--- src/rtl/spi_pkg.sv ---
// Shared SPI master types, mode encodings and the SCLK half-period helper.
// Imported by the engine, its tick generator and the bench.
package spi_pkg;

    typedef enum logic [1:0] {
        IDLE,
        LEAD,
        XFER,
        TRAIL
    } state_t;

    localparam logic [1:0] SPI_MODE0 = 2'b00;
    localparam logic [1:0] SPI_MODE1 = 2'b01;
    localparam logic [1:0] SPI_MODE2 = 2'b10;
    localparam logic [1:0] SPI_MODE3 = 2'b11;

    localparam int HALF_W = 32;

    // div_by below 2 would give a zero half-period; clamp it to one clk.
    function automatic logic [HALF_W-1:0] half_period(
        input logic [HALF_W-1:0] div_by
    );
        logic [HALF_W-1:0] h;
        h = div_by >> 1;
        if (h == '0) h = HALF_W'(1);
        return h;
    endfunction

endpackage

--- src/rtl/spi_master_core_if.sv ---
// Front-end handshake plus SPI pad signals of the SPI master engine.
// master is the engine side, slave the command front-end / pad side.
interface spi_master_if #(
    parameter int DATA_W = 8,
    parameter int DIV_W  = 7
);
    import spi_pkg::*;

    logic [DIV_W-1:0]  div_by;
    logic              cpol;
    logic              cpha;
    logic              tx_valid;
    logic              tx_ready;
    logic [DATA_W-1:0] tx_data;
    logic              rx_valid;
    logic [DATA_W-1:0] rx_data;
    logic              busy;
    logic              sclk;
    logic              mosi;
    logic              miso;
    logic              cs_n;

    modport master (
        input  div_by, cpol, cpha, tx_valid, tx_data, miso,
        output tx_ready, rx_valid, rx_data, busy, sclk, mosi, cs_n
    );

    modport slave (
        output div_by, cpol, cpha, tx_valid, tx_data, miso,
        input  tx_ready, rx_valid, rx_data, busy, sclk, mosi, cs_n
    );

endinterface

--- src/rtl/spi_master_core_tick.sv ---
// Half-period counter: one-clk tick every h cycles while enabled.
// Held at zero while disabled, so each enable rise starts a fresh period.
module spi_sclk_tick
    import spi_pkg::*;
#(
    parameter int DIV_W = 7
) (
    input  logic             clk,
    input  logic             rst,
    input  logic             en,
    input  logic [DIV_W-1:0] h,
    output logic             tick
);

    logic [DIV_W-1:0] cnt;

    assign tick = en && (cnt == h - DIV_W'(1));

    always_ff @(posedge clk or posedge rst) begin
        if (rst) begin
            cnt <= '0;
        end else if (!en || tick) begin
            cnt <= '0;
        end else begin
            cnt <= cnt + DIV_W'(1);
        end
    end

endmodule

--- src/rtl/spi_master_core.sv ---
// Byte-oriented SPI master: one framed transfer per accepted request,
// SCLK derived from clk by the latched div_by half-period.
module spi_master_core
    import spi_pkg::*;
#(
    parameter int DATA_W = 8,
    parameter int DIV_W  = 7
) (
    input  logic         clk,
    input  logic         rst,
    spi_master_if.master bus
);

    localparam int            EW   = $clog2(2 * DATA_W + 1);
    localparam logic [EW-1:0] LAST = EW'(2 * DATA_W);

    state_t            state, state_n;
    logic [EW-1:0]     edge_cnt, edge_n, edge_nx;
    logic [DATA_W-1:0] tx_sh, tx_sh_n;
    logic [DATA_W-1:0] rx_sh, rx_sh_n;
    logic [DATA_W-1:0] rx_q, rx_n;
    logic [DIV_W-1:0]  h_q, h_n;
    logic              cpol_q, cpol_n;
    logic              cpha_q, cpha_n;
    logic              sclk_q, sclk_n;
    logic              mosi_q, mosi_n;
    logic              cs_q, cs_n_nx;
    logic              rxv_q, rxv_n;
    logic              tick, lead, sample;

    spi_sclk_tick #(.DIV_W(DIV_W)) u_tick (
        .clk  (clk),
        .rst  (rst),
        .en   (state != IDLE),
        .h    (h_q),
        .tick (tick)
    );

    assign edge_nx = edge_cnt + EW'(1);
    assign lead    = edge_nx[0];
    assign sample  = cpha_q ? !lead : lead;

    always_comb begin
        state_n = state;
        edge_n  = edge_cnt;
        tx_sh_n = tx_sh;
        rx_sh_n = rx_sh;
        rx_n    = rx_q;
        rxv_n   = 1'b0;
        h_n     = h_q;
        cpol_n  = cpol_q;
        cpha_n  = cpha_q;
        sclk_n  = sclk_q;
        mosi_n  = mosi_q;
        cs_n_nx = cs_q;
        unique case (state)
            IDLE: begin
                sclk_n  = bus.cpol;
                cs_n_nx = 1'b1;
                mosi_n  = 1'b0;
                if (bus.tx_valid) begin
                    state_n = LEAD;
                    edge_n  = '0;
                    rx_sh_n = '0;
                    cpol_n  = bus.cpol;
                    cpha_n  = bus.cpha;
                    h_n     = DIV_W'(half_period(HALF_W'(bus.div_by)));
                    cs_n_nx = 1'b0;
                    // cpha=0 presents the MSB before the first edge
                    if (bus.cpha) begin
                        tx_sh_n = bus.tx_data;
                    end else begin
                        mosi_n  = bus.tx_data[DATA_W-1];
                        tx_sh_n = bus.tx_data << 1;
                    end
                end
            end
            LEAD, XFER: begin
                if (tick) begin
                    edge_n  = edge_nx;
                    sclk_n  = !sclk_q;
                    state_n = (edge_nx == LAST) ? TRAIL : XFER;
                    if (sample) begin
                        rx_sh_n = {rx_sh[DATA_W-2:0], bus.miso};
                    end else if (edge_nx != LAST) begin
                        mosi_n  = tx_sh[DATA_W-1];
                        tx_sh_n = tx_sh << 1;
                    end
                end
            end
            TRAIL: begin
                if (tick) begin
                    state_n = IDLE;
                    sclk_n  = cpol_q;
                    cs_n_nx = 1'b1;
                    mosi_n  = 1'b0;
                    rx_n    = rx_sh;
                    rxv_n   = 1'b1;
                end
            end
            default: state_n = IDLE;
        endcase
    end

    always_ff @(posedge clk or posedge rst) begin
        if (rst) begin
            state    <= IDLE;
            edge_cnt <= '0;
            tx_sh    <= '0;
            rx_sh    <= '0;
            rx_q     <= '0;
            rxv_q    <= 1'b0;
            h_q      <= DIV_W'(1);
            cpol_q   <= 1'b0;
            cpha_q   <= 1'b0;
            sclk_q   <= 1'b0;
            mosi_q   <= 1'b0;
            cs_q     <= 1'b1;
        end else begin
            state    <= state_n;
            edge_cnt <= edge_n;
            tx_sh    <= tx_sh_n;
            rx_sh    <= rx_sh_n;
            rx_q     <= rx_n;
            rxv_q    <= rxv_n;
            h_q      <= h_n;
            cpol_q   <= cpol_n;
            cpha_q   <= cpha_n;
            sclk_q   <= sclk_n;
            mosi_q   <= mosi_n;
            cs_q     <= cs_n_nx;
        end
    end

    assign bus.tx_ready = (state == IDLE);
    assign bus.busy     = (state != IDLE);
    assign bus.rx_valid = rxv_q;
    assign bus.rx_data  = rx_q;
    assign bus.sclk     = sclk_q;
    assign bus.mosi     = mosi_q;
    assign bus.cs_n     = cs_q;

endmodule

--- src/flat_wrapper.sv ---
// flat-port wrapper written by rule: the top's interface ports become plain ports
module spi_master_core_flat import spi_pkg::*;
#(
    parameter int DATA_W = 8,
    parameter int DIV_W  = 7
)
  (clk, rst, bus_div_by, bus_cpol, bus_cpha, bus_tx_valid, bus_tx_data, bus_miso, bus_tx_ready, bus_rx_valid, bus_rx_data, bus_busy, bus_sclk, bus_mosi, bus_cs_n);
  spi_master_if #(.DATA_W(DATA_W), .DIV_W(DIV_W)) bus_i ();
  input  logic clk;
  input  logic rst;
  input wire logic [$bits(bus_i.div_by)-1:0] bus_div_by;
  input wire logic [$bits(bus_i.cpol)-1:0] bus_cpol;
  input wire logic [$bits(bus_i.cpha)-1:0] bus_cpha;
  input wire logic [$bits(bus_i.tx_valid)-1:0] bus_tx_valid;
  input wire logic [$bits(bus_i.tx_data)-1:0] bus_tx_data;
  input wire logic [$bits(bus_i.miso)-1:0] bus_miso;
  output wire logic [$bits(bus_i.tx_ready)-1:0] bus_tx_ready;
  output wire logic [$bits(bus_i.rx_valid)-1:0] bus_rx_valid;
  output wire logic [$bits(bus_i.rx_data)-1:0] bus_rx_data;
  output wire logic [$bits(bus_i.busy)-1:0] bus_busy;
  output wire logic [$bits(bus_i.sclk)-1:0] bus_sclk;
  output wire logic [$bits(bus_i.mosi)-1:0] bus_mosi;
  output wire logic [$bits(bus_i.cs_n)-1:0] bus_cs_n;
  assign bus_i.div_by = bus_div_by;
  assign bus_i.cpol = bus_cpol;
  assign bus_i.cpha = bus_cpha;
  assign bus_i.tx_valid = bus_tx_valid;
  assign bus_i.tx_data = bus_tx_data;
  assign bus_i.miso = bus_miso;
  assign bus_tx_ready = bus_i.tx_ready;
  assign bus_rx_valid = bus_i.rx_valid;
  assign bus_rx_data = bus_i.rx_data;
  assign bus_busy = bus_i.busy;
  assign bus_sclk = bus_i.sclk;
  assign bus_mosi = bus_i.mosi;
  assign bus_cs_n = bus_i.cs_n;
  spi_master_core #(.DATA_W(DATA_W), .DIV_W(DIV_W)) u_core (.clk(clk), .rst(rst), .bus(bus_i));
endmodule
--- config.mk ---
export PLATFORM = sky130hd
export DESIGN_NAME = spi_master_core_flat
export DESIGN_NICKNAME = d
export VERILOG_FILES = /design/src/rtl/spi_pkg.sv /design/src/rtl/spi_master_core_if.sv /design/src/rtl/spi_master_core_tick.sv /design/src/rtl/spi_master_core.sv /design/src/flat_wrapper.sv
export SDC_FILE = /design/constraint.sdc
export NUM_CORES = 1
export LEC_CHECK = 0
export BUFFER_PORTS_ARGS = -buffer_cell sky130_fd_sc_hd__buf_2
export CELL_PAD_IN_SITES_DETAIL_PLACEMENT = 0
export CELL_PAD_IN_SITES_GLOBAL_PLACEMENT = 1
export CORE_UTILIZATION = 26
export CTS_CLUSTER_SIZE = 25
export DETAILED_ROUTE_END_ITERATION = 8
export PLACE_DENSITY = 0.61
export SYNTH_ARGS = -nofsm -noshare
export SYNTH_HDL_FRONTEND = slang
export SYNTH_SLANG_ARGS = --single-unit
export TNS_END_PERCENT = 1
--- constraint.sdc ---
create_clock -name clk -period 2.3 [get_ports clk]
set_input_delay 0.115 -clock clk [delete_from_list [all_inputs] [get_ports clk]]
set_output_delay 0.115 -clock clk [all_outputs]
set_load 0.005 [all_outputs]
==> impl_summary.txt <==
----------------------------------------------------
[Route]
  DRC Markers ... 0
  Mean routed wirelength per cell ... about 13 um
  Final antenna-violating net count ... 0
  Total vias in the final route ... roughly 2000
  Number of optimization iterations in the first detailed-route pass ... 4
  Number of DRC markers after the initial detailed-route iteration ... around 70
  Vias per std cell ... approximately 4.5
  Wire length after detailed routing ... 5800 um

[CTS]
  CTS Buf Count ... 5
  Post-CTS clock slew at the launch and capture registers of the worst setup and hold paths ... ~100 ps
  Root cell of the clock tree ... sky130_fd_sc_hd__clkbuf_8
  CTS tree ... built
  Worst skew pair latency ... roughly 300 ps
  Number of sinks handled by clock tree synthesis ... 50
  H-tree depth ... 2
  Max clock buf depth ... 2

[Yosys]
  Seq cells post-synth ... 50
  Synthesized cell area ... around 2700 um2
  Mean cell area of the mapped netlist ... ~11 um2
  Compound-cell area share of the yosys netlist ... roughly 11%
  Fraction of the mapped netlist area in adder cells ... approximately 3.3%
  Count of flip-flops with a built-in enable after synthesis ... 0
  Sequential area share after synthesis ... 47.3%
  Synth Net Count ... 278
  Proportion of register bits with asynchronous set or reset after synthesis ... 100%
  Synth Flop Type ... sky130_fd_sc_hd__dfrtp_1
  Multiplexer fraction of the synthesized cell area ... roughly 15%
  Cells after Synth ... between 200 and 300
  Main combinational cell family by area after synthesis ... multiplexers
  Distinct cell type count of the synthesized netlist ... 49
  Count of warnings emitted by yosys ... 0
  Post-synthesis share of cell area spent on and, or, nand and nor gates ... roughly 14%
  Xor/xnor cell area share of the yosys netlist ... between 4 and 5%

[Die]
  Area of the die ... 10600 um2
  Vertical die dimension ... 103 um
  Number of rows created at floorplan ... 36
  Initial core utilization ... 27.0%
  Die Width ... roughly 100 um
  I/O pins ... 35
  Floorplan core area ... between 9000 and 10000 um2

[GRT]
  Global routing usage summed across all routing layers ... 12.2%
  Total congestion overflow ... 0
  Largest net degree at the start of global routing ... 28
  Busiest metal layer after global routing ... met2
  Global-route wire length before repair ... 9960 um
  Number of antenna violations at the first check in global routing ... 0
  Met2 global-route usage ... between 10% and 20%
  Met3 global-route usage ... 1.90%
  Met1 layer usage reported by global route ... between 10% and 20%
  Number of global-route vias before repair ... a little over 2000

[STA]
  Fmax achieved ... 431 MHz
  Max transition margin ... between 60% and 70%
  Actual slew at the worst max-slew pin ... 551 ps
  Worst Slack Setup Final ... -20.1 ps
  Final hold slack ... 53.3 ps
  Setup repair after global routing missed its margin ... yes
  Share of the clock period used by the worst path ... 101%
  Count of endpoints failing setup in the final report ... 7
  Post-layout min period ... ~2300 ps
  Clk_skew ... 9.93 ps
  Count of final max-slew check failures ... 0
  Hold violation total from the final report ... 0

[Layout]
  Share of cells above drive strength 1 ... 36.9%
  Post-layout net count ... approximately 340
  Core occupancy in the finished layout ... about a third
  Fill cells ... approximately 1100
  Most frequent cells in the layout ... sky130_fd_sc_hd__dfrtp_1 (48), sky130_fd_sc_hd__buf_2 (33), sky130_fd_sc_hd__buf_4 (28), sky130_fd_sc_hd__nand2_1 (22), sky130_fd_sc_hd__nor2_1 (21)
  Diodes inserted ... 0
  Area overhead of the layout relative to synthesis ... 28.4%
  Most common cell after layout, fill and taps aside ... sky130_fd_sc_hd__dfrtp_1
  Area of all placed cells without fillers ... between 3000 and 4000 um2

[Power and ir drop]
  Internal Power ... 0.00245 W
  Cell area power density ... roughly 1200 nW/um2
  Net switching power ... about 0.0016 W
  Switch share ... 39.2%
  Reported leakage power ... between 1.5 and 2 nW
  Combinational Power Share ... 54.4%
  Clk network pwr share ... 13.4%
  Overall power consumption ... around 0.0040 W
  VDD IR max ... 0.509 mV
  Sequential Power Share ... 32.2%

[Worst setup path]
  Kind of cell with the highest combined delay on the critical path ... simple AND/OR/NAND/NOR gates
  Classification of the worst setup path ... reg2reg
  Sequence of cells on the critical path ... inv_2, ha_4, nand2b_1, or4b_4, nand3_2, nor4_4, buf_4, o211ai_4, mux2_4
  Critical Path Max Stage Delay ... approximately 500 ps
  Cell at the slowest stage of the critical path ... sky130_fd_sc_hd__or4b_4
  Crit. End Element ... register
  Req. time, crit path ... 2490 ps
  Worst-path maximum fanout ... 8
  Arrival time reported for the critical path endpoint ... 2510 ps
  Crit start category ... register
  Buffer and inverter count on the worst path ... 2

[Flow run]
  Count of max-cap constraint violations ... 0

[Placement]
  Final estimated routing congestion in global placement ... slightly below 0.8
  Worst setup timing slack at the placement stage ... -129 ps
  Detailed-placement wirelength estimate ... approximately 4300 um
  Port bufs ... 33
  Placed cell areas ... ~3200 um2

[Status]
  Outcome ... finished with violations
  Violations in the final reports ... negative setup slack

[Min path]
  Tightest Hold Check Type ... in2reg

----------------------------------------------------
[timing repair]
item	in CTS	in global routing
pin swaps	7	2
hold endpoints to repair	22	0
gates resized for setup	17	3
setup endpoints to repair	28	32
hold buffers	1	0
buffers inserted	2	0
[kinds of logic after synthesis]
group / Yosys count
simple gates: 74
xor+xnor: 15
compound gates: 43
buf+inv: 23
flops: 50
mux: 38
fa+ha+maj: 7
[through the flow]
| step | setup TNS (ps) | cells |
|---|---|---|
| 5_1_grt | -795 | 447 |
| 6_report | -114 | 447 |
| 3_5_place_dp | -2160 | 436 |
| 3_3_place_gp | -1350 | 436 |
| 4_1_cts | -667 | 447 |
| 2_1_floorplan | -114 | 250 |
[layout make-up]
type	instances	area (um2)	area share [%]
flip-flops and latches	50	1250	36.8
clock buffers	5	68.8	2.02
inverters	14	52.6	1.54
repair buffers	65	437	12.8
multi-input cells	177	1400	41.0
clock inverters	3	28.8	0.846
well taps	133	166	4.89
[registers in the layout, indices dropped and copies added, names as in the netlist]
signal	flops
u_core.u_tick.cnt	7
u_core.bus.rx_data	8
u_core.tx_sh	8
u_core.bus.rx_valid	1
u_core.h_q	6
u_core.bus.cs_n	1
u_core.rx_sh	8
u_core.edge_cnt	5
u_core.cpha_q	1
u_core.bus.sclk	1
u_core.bus.mosi	1
u_core.state	2
u_core.cpol_q	1
[path summary, 6_finish.rpt]
check                      slack (ps)       startpoint         endpoint  depth (start not counted)
setup / recovery                  -20    u_core.h_q[1]  u_core.tx_sh[4]                          9
hold reg to reg                   500  u_core.tx_sh[0]  u_core.tx_sh[0]                          1
min in group asynchronous         390              rst  u_core.rx_sh[5]                          3
setup reg to reg                  -20    u_core.h_q[1]  u_core.tx_sh[4]                          9
hold / removal                     50    bus_div_by[3]    u_core.h_q[2]                          2
max in group asynchronous        1280              rst    u_core.h_q[0]                          4
[cells in the mapped netlist, types with 2 or more instances]
| cell type | instances | area share (%) |
|---|---|---|
| sky130_fd_sc_hd__a211oi_1 | 2 | 0.57 |
| sky130_fd_sc_hd__a21oi_1 | 6 | 1.1 |
| sky130_fd_sc_hd__a31oi_1 | 2 | 0.47 |
| sky130_fd_sc_hd__and3_1 | 4 | 0.94 |
| sky130_fd_sc_hd__buf_4 | 2 | 0.57 |
| sky130_fd_sc_hd__clkbuf_1 | 5 | 0.71 |
| sky130_fd_sc_hd__dfrtp_1 | 48 | 45 |
| sky130_fd_sc_hd__dfstp_2 | 2 | 2.0 |
| sky130_fd_sc_hd__ha_1 | 7 | 3.3 |
| sky130_fd_sc_hd__inv_1 | 14 | 2.0 |
| sky130_fd_sc_hd__mux2_2 | 24 | 10 |
| sky130_fd_sc_hd__mux2i_1 | 14 | 5.3 |
| sky130_fd_sc_hd__nand2_1 | 22 | 3.1 |
| sky130_fd_sc_hd__nand2b_1 | 2 | 0.47 |
| sky130_fd_sc_hd__nand3_1 | 4 | 0.76 |
| sky130_fd_sc_hd__nand3b_1 | 2 | 0.57 |
| sky130_fd_sc_hd__nand4_1 | 4 | 0.94 |
| sky130_fd_sc_hd__nand4b_1 | 2 | 0.66 |
| sky130_fd_sc_hd__nor2_1 | 21 | 3.0 |
| sky130_fd_sc_hd__nor3_1 | 4 | 0.76 |
| sky130_fd_sc_hd__o21ai_0 | 17 | 3.2 |
| sky130_fd_sc_hd__or2_2 | 2 | 0.47 |
| sky130_fd_sc_hd__xnor2_1 | 8 | 2.6 |
| sky130_fd_sc_hd__xor2_1 | 7 | 2.3 |
[power groups by stage]
| stage | clock (W) | combinational [W] | sequential [W] |
|---|---|---|---|
| 2_1_floorplan | 0 | 0.00127 | 0.00127 |
| 5_1_grt | 0.000606 | 0.00242 | 0.00133 |
| 3_3_place_gp | 0 | 0.00192 | 0.00130 |
| 4_1_cts | 0.000570 | 0.00217 | 0.00129 |
| 6_report | 0.000541 | 0.00219 | 0.00130 |
| 3_5_place_dp | 0 | 0.00195 | 0.00130 |
[per-layer routing]
metal  wire, um  vias up
met2       2570       29
met3        138        4
li1           -     1006
met5          0        -
met1       3010      957
met4         82        0
(Power assumes the default switching activity.)
